==> config.mk <==
export PLATFORM = sky130hd
export DESIGN_NAME = ifetch_ctrl
export DESIGN_NICKNAME = d
export VERILOG_FILES = /design/src/rtl/ifetch_ctrl.sv
export SDC_FILE = /design/constraint.sdc
export NUM_CORES = 1
export LEC_CHECK = 0
export ABC_AREA = 1
export ABC_CLOCK_PERIOD_IN_PS = 2300
export BUFFER_PORTS_ARGS = -buffer_cell sky130_fd_sc_hd__buf_4
export CORE_MARGIN = 2
export CORE_UTILIZATION = 52
export DETAILED_ROUTE_END_ITERATION = 12
export PLACE_DENSITY = 0.8
export SYNTH_ARGS = -nofsm -noshare
export SYNTH_HDL_FRONTEND = slang
export SYNTH_SLANG_ARGS = --single-unit
==> constraint.sdc <==
create_clock -name clk -period 2.3 [get_ports clk]
set_input_delay 0.115 -clock clk [delete_from_list [all_inputs] [get_ports clk]]
set_output_delay 0.115 -clock clk [all_outputs]
set_load 0.01 [all_outputs]
==> src/rtl/ifetch_ctrl.sv <==
// rtl/ifetch_ctrl.sv - instruction fetch sequencer with registered decode slot, redirect and fault handling.
// Optional debug read port on the instruction memory enabled by defining IFETCH_DBG_EN.
module ifetch_ctrl #(
   parameter logic [63:0] RESET_PC  = 64'h0,
   parameter int          MEM_BYTES = 512,
   parameter logic [31:0] NOP_INSTR = 32'h00000013
) (
   input  logic        clk,
   input  logic        rst_n,
   output logic [63:0] imem_addr,
   input  logic [31:0] imem_instr,
   output logic        if_valid,
   output logic [31:0] if_instr,
   output logic [63:0] if_pc,
   input  logic        id_ready,
   input  logic        redirect_valid,
   input  logic [63:0] redirect_pc,
   output logic        fault,
   output logic [63:0] fault_pc
`ifdef IFETCH_DBG_EN
   ,
   input  logic        dbg_req,
   input  logic [63:0] dbg_addr,
   output logic        dbg_gnt,
   output logic [31:0] dbg_rdata
`endif
);

   typedef enum logic [1:0] {
      S_IDLE  = 2'd0,
      S_RUN   = 2'd1,
      S_FAULT = 2'd2
   } state_t;

   localparam logic [63:0] LAST_PC = 64'(MEM_BYTES - 4);

   state_t      r_state;
   state_t      w_state_nxt;
   logic [63:0] r_pc;
   logic [63:0] w_pc_nxt;
   logic        r_valid;
   logic        w_valid_nxt;
   logic [31:0] r_instr;
   logic [31:0] w_instr_nxt;
   logic [63:0] r_if_pc;
   logic [63:0] w_if_pc_nxt;
   logic        r_fault;
   logic        w_fault_nxt;
   logic [63:0] r_fault_pc;
   logic [63:0] w_fault_pc_nxt;

   logic        w_gnt;
   logic        w_slot_free;
   logic        w_pc_legal;

`ifdef IFETCH_DBG_EN
   logic [1:0]  r_dbg_cnt;
   logic [1:0]  w_dbg_cnt_nxt;

   // After two back-to-back grants the fetch side is guaranteed one cycle on the port.
   assign w_gnt         = rst_n & dbg_req & ~redirect_valid & (r_dbg_cnt != 2'd2);
   assign w_dbg_cnt_nxt = w_gnt ? (r_dbg_cnt + 2'd1) : 2'd0;
   assign dbg_gnt       = w_gnt;
   assign dbg_rdata     = w_gnt ? imem_instr : 32'h0;
   assign imem_addr     = w_gnt ? dbg_addr : r_pc;

   always_ff @(posedge clk or negedge rst_n) begin
      if (!rst_n) begin
         r_dbg_cnt <= 2'd0;
      end else begin
         r_dbg_cnt <= w_dbg_cnt_nxt;
      end
   end
`else
   assign w_gnt     = 1'b0;
   assign imem_addr = r_pc;
`endif

   assign w_slot_free = ~r_valid | id_ready;
   assign w_pc_legal  = (r_pc[1:0] == 2'b00) && (r_pc <= LAST_PC);

   always_comb begin
      w_state_nxt    = r_state;
      w_pc_nxt       = r_pc;
      w_valid_nxt    = r_valid;
      w_instr_nxt    = r_instr;
      w_if_pc_nxt    = r_if_pc;
      w_fault_nxt    = r_fault;
      w_fault_pc_nxt = r_fault_pc;
      case (r_state)
         S_IDLE: begin
            w_state_nxt = S_RUN;
         end
         S_RUN, S_FAULT: begin
            if (redirect_valid) begin
               w_pc_nxt    = redirect_pc;
               w_valid_nxt = 1'b0;
               w_instr_nxt = NOP_INSTR;
               w_fault_nxt = 1'b0;
               w_state_nxt = S_RUN;
            end else if (!w_gnt && w_slot_free) begin
               if (r_state == S_RUN && w_pc_legal) begin
                  w_valid_nxt = 1'b1;
                  w_instr_nxt = imem_instr;
                  w_if_pc_nxt = r_pc;
                  w_pc_nxt    = r_pc + 64'd4;
               end else begin
                  // Slot drains; a RUN-state attempt on a bad PC is what raises the fault.
                  w_valid_nxt = 1'b0;
                  w_instr_nxt = NOP_INSTR;
                  if (r_state == S_RUN) begin
                     w_fault_nxt    = 1'b1;
                     w_fault_pc_nxt = r_pc;
                     w_state_nxt    = S_FAULT;
                  end
               end
            end
         end
         default: begin
            w_state_nxt = S_IDLE;
         end
      endcase
   end

   always_ff @(posedge clk or negedge rst_n) begin
      if (!rst_n) begin
         r_state    <= S_IDLE;
         r_pc       <= RESET_PC;
         r_valid    <= 1'b0;
         r_instr    <= NOP_INSTR;
         r_if_pc    <= 64'h0;
         r_fault    <= 1'b0;
         r_fault_pc <= 64'h0;
      end else begin
         r_state    <= w_state_nxt;
         r_pc       <= w_pc_nxt;
         r_valid    <= w_valid_nxt;
         r_instr    <= w_instr_nxt;
         r_if_pc    <= w_if_pc_nxt;
         r_fault    <= w_fault_nxt;
         r_fault_pc <= w_fault_pc_nxt;
      end
   end

   assign if_valid = r_valid;
   assign if_instr = r_instr;
   assign if_pc    = r_if_pc;
   assign fault    = r_fault;
   assign fault_pc = r_fault_pc;

endmodule

==> metrics.yaml, run 1 <==
wirelength_um: 41400
dp_hpwl_um: 27900
cts_buffer_depth: 3
start_util_pct: 52.7
pwr-share-clk_pct: 24.5
global_route.usage.met1_pct: 43.1
path_clk_slew_ns: 0.07
syn_nets: 1574
period_needed_ns: 2.15
die_h_um: 150
switchingPower_mw: 6.67
cts-htree-levels: 1
cts_made_buffers: 24
wl_per_cell_um: 18.8
fillers: 1477
synthesis.area_sq_mm: 0.0110
dp_slack_ns: 0.247
yosys_warnings: 0
setup_viol: 0
cp_data_required_time_ns: 2.76
yosysSeqAreaShare_pct: 51.7
achievable-frequency_mhz: 465
dr.pass1.iters: 5
slowest_stage: "dfrtp_1"
syn_inst: 1470
ys_ff_latch: 228
rsz0062_at_grt: "false"
skew_ns: 0.0143
hold_path.class: "in2reg"
clock_sinks: 228
cp_max_fo: 34
path_class: "reg2reg"
post_cts_buffers: 0
grt_pass1_wl_um: 63300
port_buffers: 325
status: "completed"
top_usage_layer: "met2"
period_share_pct: 93.4
cts-root-buf: "clkbuf_16"
synth_cell_type_count: 37
p_leak_nw: 8.08
coreArea_sq_mm: 0.0210
relSlewSlack_pct: 53.9
max_stage_delay_ns: 0.47
antenna_found_initial: 3
grtUsageMet3_pct: 7.59
vias: 11851
rows: 53
arrival_ns: 2.61
final_nets: 2011
clk_latency_ns: 0.54
register_area_sq_mm: 0.00571
path_delay_family: "simple AND/OR/NAND/NOR gates"
fp.dieArea_sq_mm: 0.0224
cts_resized: 0
gp_congestion: 0.975
die_x_um: 150
p_comb_share_pct: 38.7
grt_pass1_vias: 11702
cts_tree: "yes"
critPathMostFrequentCell: "nand2_1"
crit_buf_inv: 2
slew_violations: 0
io_pins: 326
drtIter0Drc: 791
grt_max_degree: 85
path_cells: "nor2_1 -> nand2_1 -> nor2_1 -> nand2_1 -> nor2_2 -> nand2_2 -> nor2_8 -> nand2_4 -> clkinv_2 -> buf_12 -> nand2_1 -> nand2_1"
switching_share_pct: 39.8
pwr-share-seq_pct: 36.8
avgSynthCellArea_sq_um: 7.51
drive_gt1_share_pct: 22.9
critPathLaunchType: "register"
setup_tns_ns: 0
use_met2_pct: 63.4
drc: 0
vias_per_cell: 5.38
postLayoutSetupSlackWorst_ns: 0.151
power_density_mw_per_mm2: 1060
grt_overflow: 0
max_cap_viol_count: 0
grtUsageTotal_pct: 36.5
hold_viol_final: 0
vdd_drop_max_v: 0.000751
multi_input_area_sq_mm: 0.00447
ant_nets: 0
tightest_slew_ns: 0.692
syn_to_final_growth_pct: 43.3
cp-end-kind: "register"
internal-power_mw: 10.1
-- power by group through the flow --
stage                     Combinational, mW  Sequential [mW]  Clock [mW]
after global placement                 6.12             6.13           0
after CTS                              6.42             6.12        4.09
after detailed placement               6.22             6.17           0
final                                  6.49             6.16        4.10
after floorplan                        2.67             6.46           0
after global routing                   7.13             6.30        4.28
-- worst register-to-register path, stage by stage (launching register included) --
cell      delay (ns)
dfrtp_1         0.47
nor2_1          0.14
nand2_1         0.07
nor2_1          0.12
nand2_1         0.14
nor2_2          0.20
nand2_2         0.17
nor2_8          0.18
nand2_4         0.06
clkinv_2        0.09
buf_12          0.20
nand2_1         0.13
nand2_1         0.10
-- cell families (layout without fill, tap and decap cells) --
logic type | after synthesis | after routing | share of synthesized area [%]
flops | 228 | 228 | 51.7
other cells | 0 | 5 | 0
buf+inv | 210 | 664 | 7.81
xor+xnor | 1 | 1 | 0.0794
simple gates | 875 | 875 | 32.8
compound gates | 151 | 151 | 7.02
fa+ha+maj | 4 | 4 | 0.454
mux | 1 | 1 | 0.0907
-- layout make-up --
type	instances	area share, %
Antenna cell	5	0.0791
Clock buffer	29	4.17
Clock inverter	14	1.06
Inverter	154	3.66
Multi-Input combinational cell	1032	28.3
Sequential cell	228	36.1
Tap cell	275	2.18
Timing Repair Buffer	467	24.5
-- placed cells by master (no fill, tap or decap), types with 2 or more instances in the layout --
cell,netlist,routed
nor2_1,240,240
buf_12,0,9
a21oi_1,26,26
inv_1,152,151
nand2_1,449,449
o21ai_1,11,11
or2_2,15,15
bufinv_16,0,3
nand3_1,121,121
o211ai_1,2,2
clkinvlp_4,0,3
o22ai_1,2,2
dfrtp_1,225,225
nor2_2,2,2
nor3_1,8,8
o31ai_1,2,2
o21ai_0,105,105
nand2_2,2,2
nand4_1,22,22
buf_4,6,360
diode_2,0,5
dlygate4sd3_1,0,97
dfstp_2,3,3
inv_2,1,2
and2_0,2,2
ha_1,4,4
clkbuf_16,0,24
clkbuf_8,0,4
nor3b_1,2,2
and2_1,8,8
clkinv_2,1,7
-- per-layer routing --
layer	vias to the layer above	part of all wire, %
met5	-	0
met3	145	8.0
li1	5486	-
met2	595	50
met1	5625	37
met4	0	5.2
-- Yosys cell counts --
| master | instances | area share [%] |
|---|---|---|
| and2_0 | 2 | 0.11 |
| inv_1 | 152 | 5.2 |
| dfstp_2 | 3 | 0.71 |
| o211ai_1 | 2 | 0.14 |
| nand4_1 | 22 | 1.2 |
| o21a_1 | 1 | 0.068 |
| o22ai_1 | 2 | 0.11 |
| nand4_2 | 1 | 0.11 |
| ha_1 | 4 | 0.45 |
| buf_6 | 3 | 0.31 |
| nand2_4 | 1 | 0.10 |
| buf_2 | 22 | 1.0 |
| dfrtp_1 | 225 | 51 |
| o21ai_0 | 105 | 4.8 |
| a31oi_1 | 1 | 0.057 |
| nor3_2 | 1 | 0.091 |
| a21oi_1 | 26 | 1.2 |
| inv_2 | 1 | 0.034 |
| clkbuf_1 | 24 | 0.82 |
| a22oi_1 | 1 | 0.068 |
| nor2_8 | 1 | 0.18 |
| nor3_1 | 8 | 0.36 |
| nand2_2 | 2 | 0.11 |
| clkinv_2 | 1 | 0.045 |
| o21ai_1 | 11 | 0.50 |
| nand3_1 | 121 | 5.5 |
| buf_1 | 1 | 0.034 |
| nand2_1 | 449 | 15 |
| xor2_1 | 1 | 0.079 |
| nor2_2 | 2 | 0.11 |
| mux2i_1 | 1 | 0.091 |
| nor3b_1 | 2 | 0.14 |
| o31ai_1 | 2 | 0.14 |
| nor2_1 | 240 | 8.2 |
| and2_1 | 8 | 0.45 |
| or2_2 | 15 | 0.85 |
| buf_4 | 6 | 0.41 |
-- metrics by stage --
stage | power, mW | util, % | hold slack (ns) | std cells | area [sq um]
4_1_cts | 16.6 | 75.4 | 0.0189 | 2199 | 15800
5_1_grt | 17.7 | 75.4 | 0.0413 | 2202 | 15800
2_1_floorplan | 9.13 | - | -0.181 | 1470 | 11000
3_5_place_dp | 12.4 | 66.8 | 0.162 | 2059 | 14000
6_report | 16.8 | 75.5 | 0.0272 | 2204 | 15800
3_3_place_gp | 12.3 | 66.8 | 0.166 | 2059 | 14000
-- final timing paths --
check	from	cells after the start	to	slack (ns)
hold reg to reg	fault_pc[55]$_DFFE_PN0P_	2	fault_pc[55]$_DFFE_PN0P_	0.49
max in group asynchronous	rst_n	3	if_pc[19]$_DFFE_PN0P_	1.33
hold / removal	redirect_pc[51]	4	imem_addr[51]$_DFFE_PN0P_	0.03
setup reg to reg	imem_addr[18]$_DFFE_PN0P_	12	if_instr[13]$_DFFE_PN0P_	0.15
setup / recovery	imem_addr[18]$_DFFE_PN0P_	12	if_instr[13]$_DFFE_PN0P_	0.15
min in group asynchronous	rst_n	2	fault_pc[49]$_DFFE_PN0P_	0.18
-- flip-flops by register name (all words and copies together), names as in the netlist --
name       count
if_pc         64
r_state        2
fault          1
if_instr      32
imem_addr     64
if_valid       1
fault_pc      64
-- what timing repair did --
item,4_1_cts,5_1_grt
hold buffers,97,0
hold endpoints to repair,173,0
endpoints found under the setup margin,0,0
No activity file was read; power rests on OpenSTA's default activity.
==> inputs of run 2 (changes only) <==
--- a/config.mk
+++ b/config.mk
@@ -8,10 +8,12 @@
 export ABC_AREA = 1
 export ABC_CLOCK_PERIOD_IN_PS = 2300
 export BUFFER_PORTS_ARGS = -buffer_cell sky130_fd_sc_hd__buf_4
+export CELL_PAD_IN_SITES_DETAIL_PLACEMENT = 0
+export CELL_PAD_IN_SITES_GLOBAL_PLACEMENT = 1
 export CORE_MARGIN = 2
-export CORE_UTILIZATION = 52
+export CORE_UTILIZATION = 37
 export DETAILED_ROUTE_END_ITERATION = 12
-export PLACE_DENSITY = 0.8
+export PLACE_DENSITY_LB_ADDON = 0.1
 export SYNTH_ARGS = -nofsm -noshare
 export SYNTH_HDL_FRONTEND = slang
 export SYNTH_SLANG_ARGS = --single-unit
==> run 2 against run 1 <==
Core utilization shrank 21 points. Critical endpoint is now if_instr[9]$_DFFE_PN0P_. Global-route usage shrank 11 points. Die area grew 39%. Power grew 1.5%. Final cell count grew 6.1%. Clock power grew 3%. Via count shrank 5.4%.
==> metrics.yaml, run 2 (synthesis results as in run 1) <==
cp_max_fo: 40  # was 34
cp_data_required_time_ns: 2.76  # about the same
cts-htree-levels: 1  # unchanged
placed_area_sq_mm: 0.0143  # was 0.0140 sq mm
rsz0062_at_grt: "false"  # unchanged
port_buffers: 325  # unchanged
skew_ns: 0.0338  # was 0.0143 ns
final_common_cell: "nand2_1"  # unchanged
path_cells: "inv_1 -> nand2_1 -> nor2_1 -> nand2_1 -> nor2_4 -> nand2_2 -> nor2_8 -> nand2_4 -> clkinv_2 -> clkbuf_16 -> nand2_1 -> nand2_1"  # was nor2_1 -> nand2_1 -> nor2_1 -> nand2_1 -> nor2_2 -> nand2_2 -> nor2_8 -> nand2_4 -> clkinv_2 -> buf_12 -> nand2_1 -> nand2_1
max_stage_delay_ns: 0.46  # was 0.47 ns
fillers: 2852  # was 1477
layout.cells.non_filler: 2339  # was 2204
grt_overflow: 0  # unchanged
dp_hpwl_um: 30400  # was 27900 um
vdd_drop_max_v: 0.000557  # was 0.000751 V
vias_per_cell: 4.79  # was 5.38
cp-end-kind: "register"  # unchanged
slowest_stage: "dfrtp_1"  # unchanged
ant_nets: 0  # unchanged
setup_tns_ns: 0  # unchanged
drc: 0  # unchanged
io_pins: 326  # unchanged
hold_viol_final: 0  # unchanged
power_density_mw_per_mm2: 1050  # was 1060 mW/mm^2
arrival_ns: 2.62  # was 2.61 ns
wirelength_um: 40800  # was 41400 um
vias: 11214  # was 11851
grtUsageTotal_pct: 25.6  # was 36.5%
setup_viol: 0  # unchanged
start_util_pct: 37.4  # was 52.7%
slew_violations: 0  # unchanged
final_cell_mix: "nand2_1 (449), buf_4 (382), nor2_1 (238)"  # was nand2_1 (449), buf_4 (360), nor2_1 (240)
fin_area_sq_mm: 0.0161  # was 0.0158 sq mm
period_share_pct: 94.1  # was 93.4%
postLayoutSetupSlackWorst_ns: 0.135  # was 0.151 ns
path_class: "reg2reg"  # unchanged
status: "completed"  # unchanged
hold_path.class: "in2reg"  # unchanged
fp.dieArea_sq_mm: 0.0312  # was 0.0224 sq mm
period_needed_ns: 2.17  # was 2.15 ns
antenna_found_initial: 0  # was 3
die_h_um: 177  # was 150 um
die_x_um: 177  # was 150 um
p_leak_nw: 8.21  # was 8.08 nW
antennaDiodeCount: 0  # was 5
dp_slack_ns: 0.0343  # was 0.247 ns
cts-root-buf: "clkbuf_16"  # unchanged
dp.cells: 2192  # was 2059
grt_max_degree: 81  # was 85
grt_pass1_vias: 10981  # was 11702
achievable-frequency_mhz: 462  # was 465 MHz
cts_tree: "yes"  # unchanged
cts_buffer_depth: 3  # unchanged
clock_sinks: 228  # unchanged
drtIter0Drc: 734  # was 791
dr.pass1.iters: 5  # unchanged
cts_made_buffers: 27  # was 24
rows: 63  # was 53
gp_congestion: 0.888  # was 0.975
max_cap_viol_count: 0  # unchanged
critPathLaunchType: "register"  # unchanged
tightest_slew_ns: 0.618  # was 0.692 ns
syn_to_final_growth_pct: 46.3  # was 43.3%
wl_per_cell_um: 17.4  # was 18.8 um
grt_pass1_wl_um: 62400  # was 63300 um
path_clk_slew_ns: 0.06  # was 0.07 ns
critPathMostFrequentCell: "nand2_1"  # unchanged
final_nets: 2033  # was 2011
drive_gt1_share_pct: 23.8  # was 22.9%
relSlewSlack_pct: 58.8  # was 53.9%
coreArea_sq_mm: 0.0295  # was 0.0210 sq mm
clk_latency_ns: 0.55  # was 0.54 ns
-- run 2: changes by cell type in the layout (fill, tap and decap cells not counted), moves of 3 or more --
cell       before  now
buf_12          9    6
buf_4         360  382
clkbuf_1        1    8
clkbuf_16      24   28
diode_2         5    0
-- run 2: cell type report --
class	instances	area [sq um]	share of cell area, %
flip-flops and latches	228	5710	35.4
multi-input cells	1032	4480	27.8
repair buffers	486	4010	24.8
clock buffers	40	774	4.80
inverters	154	579	3.59
well taps	390	488	3.02
clock inverters	9	105	0.651
-- run 2: report_power, final --
| group | leakage, nW | switching (mW) | internal, mW |
|---|---|---|---|
| Clock | 0.431 | 1.70 | 2.55 |
| Sequential | 2.69 | 1.02 | 5.03 |
| Combinational | 5.09 | 3.91 | 2.80 |
-- run 2: stage by stage --
stage                     util [%]  hold slack, ns  power [mW]
after detailed placement      48.4          0.0560        12.7
after global routing          54.8          0.0175        18.2
final                         54.8          0.0174        17.0
after CTS                     54.6         0.00789        17.1
after global placement        48.4          0.0540        12.7
after floorplan                  -          -0.181        9.13
-- run 2: path summary, 6_finish.rpt --
path | start | to | depth (start not counted) | slack, ns
max reg2reg | imem_addr[47]$_DFFE_PN0P_ | if_instr[9]$_DFFE_PN0P_ | 12 | 0.13
min | redirect_pc[57] | imem_addr[57]$_DFFE_PN0P_ | 5 | 0.02
min in group asynchronous | rst_n | if_pc[57]$_DFFE_PN0P_ | 2 | 0.07
max in group asynchronous | rst_n | imem_addr[47]$_DFFE_PN0P_ | 3 | 1.40
max | imem_addr[47]$_DFFE_PN0P_ | if_instr[9]$_DFFE_PN0P_ | 12 | 0.13
min reg2reg | fault$_DFFE_PN0P_ | fault$_DFFE_PN0P_ | 2 | 0.47
-- run 2: what timing repair did --
item,4_1_cts,5_1_grt
gates resized for setup,0,5
buffers inserted,0,2
setup endpoints to repair,0,109
hold endpoints to repair,310,0
hold buffers,95,0
-- run 2: metal layers --
| metal | routed length, um | track usage [%] | vias to the layer above |
|---|---|---|---|
| li1 | - | - | 5545 |
| met1 | 18000 | 34.2 | 5238 |
| met2 | 19000 | 42.9 | 362 |
| met3 | 2620 | 4.02 | 69 |
| met4 | 1150 | 7.92 | 0 |
| met5 | 0 | 0 | - |
-- run 2: worst max-delay path, delay by kind of cell (launching register included) --
kind / cells / cell delay (ns)
simple gates: 9 / 1.08
buf+inv: 3 / 0.53
flops: 1 / 0.46
==> inputs of run 3 (changes only) <==
--- a/config.mk
+++ b/config.mk
@@ -6,14 +6,14 @@
 export NUM_CORES = 1
 export LEC_CHECK = 0
 export ABC_AREA = 1
-export ABC_CLOCK_PERIOD_IN_PS = 2300
+export ABC_CLOCK_PERIOD_IN_PS = 2500
 export BUFFER_PORTS_ARGS = -buffer_cell sky130_fd_sc_hd__buf_4
 export CELL_PAD_IN_SITES_DETAIL_PLACEMENT = 0
 export CELL_PAD_IN_SITES_GLOBAL_PLACEMENT = 1
 export CORE_MARGIN = 2
-export CORE_UTILIZATION = 37
+export CORE_UTILIZATION = 40
 export DETAILED_ROUTE_END_ITERATION = 12
-export PLACE_DENSITY_LB_ADDON = 0.1
+export PLACE_DENSITY_LB_ADDON = 0.12
 export SYNTH_ARGS = -nofsm -noshare
 export SYNTH_HDL_FRONTEND = slang
 export SYNTH_SLANG_ARGS = --single-unit
==> constraint.sdc (replaced) <==
create_clock -name clk -period 2.5 [get_ports clk]
set_input_delay 0.125 -clock clk [delete_from_list [all_inputs] [get_ports clk]]
set_output_delay 0.125 -clock clk [all_outputs]
set_load 0.01 [all_outputs]
==> run 3 against run 2 <==
First-iteration DRC count is 0.41% higher. Non-clock buffer count is 19 lower. Maximum frequency is 1.7% lower. Wire length is 1.4% lower. Critical endpoint is now if_instr[24]$_DFFE_PN0P_. Highest routed layer unchanged.
==> metrics.yaml, run 3 (synthesis results as in run 1) <==
critPathLaunchType: "register"  # unchanged
cts_made_buffers: 26  # was 27
io_pins: 326  # unchanged
grtUsageTotal_pct: 27.4  # was 25.6%
fillers: 2572  # was 2852
vias: 11138  # was 11214
relSlewSlack_pct: 50.0  # was 58.8%
die_h_um: 170  # was 177 um
rows: 60  # was 63
clk_latency_ns: 0.53  # was 0.55 ns
max_cap_viol_count: 0  # unchanged
rsz0062_at_grt: "false"  # unchanged
post_cts_buffers: 0  # unchanged
cp_max_fo: 40  # unchanged
ant_nets: 0  # unchanged
min_from: "redirect_pc[55]"  # was redirect_pc[57]
final_common_cell: "nand2_1"  # unchanged
dp_hpwl_um: 29900  # was 30400 um
period_needed_ns: 2.20  # was 2.17 ns
vias_per_cell: 4.91  # was 4.79
max_stage_delay_ns: 0.40  # was 0.46 ns
drive_gt1_share_pct: 23.0  # was 23.8%
hold_viol_final: 0  # unchanged
setup_viol: 0  # unchanged
path_clk_slew_ns: 0.06  # about the same
grt_overflow: 0  # unchanged
achievable-frequency_mhz: 454  # was 462 MHz
drtIter0Drc: 737  # was 734
clock_sinks: 228  # unchanged
critPathMostFrequentCell: "nand2_1"  # unchanged
start_util_pct: 40.8  # was 37.4%
port_buffers: 325  # unchanged
die_x_um: 170  # was 177 um
antennaDiodeCount: 0  # unchanged
arrival_ns: 2.66  # was 2.62 ns
skew_ns: 0.0127  # was 0.0338 ns
cp_data_required_time_ns: 2.96  # was 2.76 ns
worstReg2RegEnd: "if_instr[24]$_DFFE_PN0P_"  # was if_instr[9]$_DFFE_PN0P_
hold-path-endpoint: "imem_addr[55]$_DFFE_PN0P_"  # was imem_addr[57]$_DFFE_PN0P_
status: "completed"  # unchanged
cts-htree-levels: 1  # unchanged
power_mw: 15.5  # was 17.0 mW
power_density_mw_per_mm2: 976  # was 1050 mW/mm^2
ff2ff_path_depth: 13  # was 12
setup_tns_ns: 0  # unchanged
vdd_drop_max_v: 0.000577  # was 0.000557 V
tightest_slew_ns: 0.749  # was 0.618 ns
wirelength_um: 40200  # was 40800 um
grt_pass1_wl_um: 61400  # was 62400 um
worst-r2r-setup-slack_ns: 0.30  # was 0.13 ns
path_class: "reg2reg"  # unchanged
grt_max_degree: 81  # unchanged
slew_violations: 0  # unchanged
syn_to_final_growth_pct: 44.2  # was 46.3%
gp_congestion: 0.915  # was 0.888
period_share_pct: 88.1  # was 94.1%
final_nets: 2013  # was 2033
cts_tree: "yes"  # unchanged
wl_per_cell_um: 17.7  # was 17.4 um
rr_startpoint: "r_state[1]$_DFFE_PN0P_"  # was imem_addr[47]$_DFFE_PN0P_
drc: 0  # unchanged
p_leak_nw: 8.11  # was 8.21 nW
cp-end-kind: "register"  # unchanged
dr.pass1.iters: 5  # unchanged
cts-root-buf: "clkbuf_16"  # unchanged
cts_buffer_depth: 3  # unchanged
fp.dieArea_sq_mm: 0.0289  # was 0.0312 sq mm
antenna_found_initial: 0  # unchanged
hold_path.class: "in2reg"  # unchanged
grt_pass1_vias: 10882  # was 10981
final_cell_mix: "nand2_1 (449), buf_4 (365), nor2_1 (240)"  # was nand2_1 (449), buf_4 (382), nor2_1 (238)
coreArea_sq_mm: 0.0270  # was 0.0295 sq mm
path_cells: "inv_1 -> ha_1 -> nand2_1 -> nor2_1 -> nand2_1 -> nor2_2 -> nand2_2 -> nor2_8 -> nand2_4 -> clkinv_2 -> buf_16 -> nand2_1 -> nand2_1"  # was inv_1 -> nand2_1 -> nor2_1 -> nand2_1 -> nor2_4 -> nand2_2 -> nor2_8 -> nand2_4 -> clkinv_2 -> clkbuf_16 -> nand2_1 -> nand2_1
whs_path_depth: 5  # unchanged
slowest_stage: "dfrtp_1"  # unchanged
==> run 3: changes by cell type in the layout (fill, tap and decap cells not counted) <==
cell,previous run,this run
buf_4,382,365
dfrtp_1,224,225
clkinvlp_4,1,2
dlygate4sd3_1,95,94
dfrtp_2,1,0
nor2_2,3,2
clkbuf_1,8,6
buf_12,6,5
nor2_4,1,0
nor2_1,238,240
==> run 3: metal layers <==
metal,GRT usage [%],vias up,wire (um)
met3,5.21,63,2770
met5,0,-,0
li1,-,5502,-
met1,35.5,5220,17300
met2,46.3,353,18900
met4,8.62,0,1230
==> run 3: critical path, delay by kind of cell (launching register included) <==
family / cells / cell delay, ns
fa+ha+maj: 1 / 0.26
buf+inv: 3 / 0.45
flops: 1 / 0.40
simple gates: 9 / 1.03
==> run 3: worst max path at each step <==
stage	start	to	slack, ns	depth (start not counted)
3_5_place_dp	r_state[1]$_DFFE_PN0P_	if_instr[15]$_DFFE_PN0P_	0.26	13
4_1_cts	r_state[1]$_DFFE_PN0P_	if_instr[24]$_DFFE_PN0P_	0.22	13
3_3_place_gp	imem_addr[30]$_DFFE_PN0P_	if_instr[16]$_DFFE_PN0P_	0.31	12
6_report	r_state[1]$_DFFE_PN0P_	if_instr[24]$_DFFE_PN0P_	0.30	13
2_1_floorplan	r_state[0]$_DFFE_PN0P_	imem_addr[49]$_DFFE_PN0P_	0.68	11
5_1_grt	r_state[1]$_DFFE_PN0P_	if_instr[12]$_DFFE_PN0P_	0.03	13
==> run 3: layout make-up <==
class	instances	area, sq um	area share (%)
inverter	154	579	3.64
clock buffer	38	767	4.82
multi-input combinational	1032	4470	28.1
timing repair buffer	467	3850	24.2
clock inverter	10	113	0.708
tap	341	427	2.68
sequential	228	5710	35.9
==> run 3: report_power, final <==
part	switching [mW]	leakage, nW	internal [mW]	total (mW)
combinational	3.60	4.99	2.49	6.09
sequential	0.925	2.69	4.63	5.55
clock	1.56	0.429	2.33	3.89
total	6.08	8.11	9.46	15.5
==> run 3: stage by stage <==
step                      hold WS (ns)  cell area, sq um  worst slack [ns]  instances  util (%)
after floorplan                 -0.171             11000             0.680       1470         -
after CTS                      0.00171             15900             0.223       2269      58.8
after global routing            0.0485             15900            0.0280       2270      58.9
after detailed placement         0.114             14100             0.256       2127      52.0
after global placement           0.120             14100             0.306       2127      52.0
final                           0.0123             15900             0.299       2270      58.9
==> run 3: what timing repair did <==
action / 4_1_cts / 5_1_grt
gates resized for setup: 0 / 1
hold buffers: 94 / 0
endpoints found under the setup margin: 0 / 19
hold endpoints to repair: 156 / 0
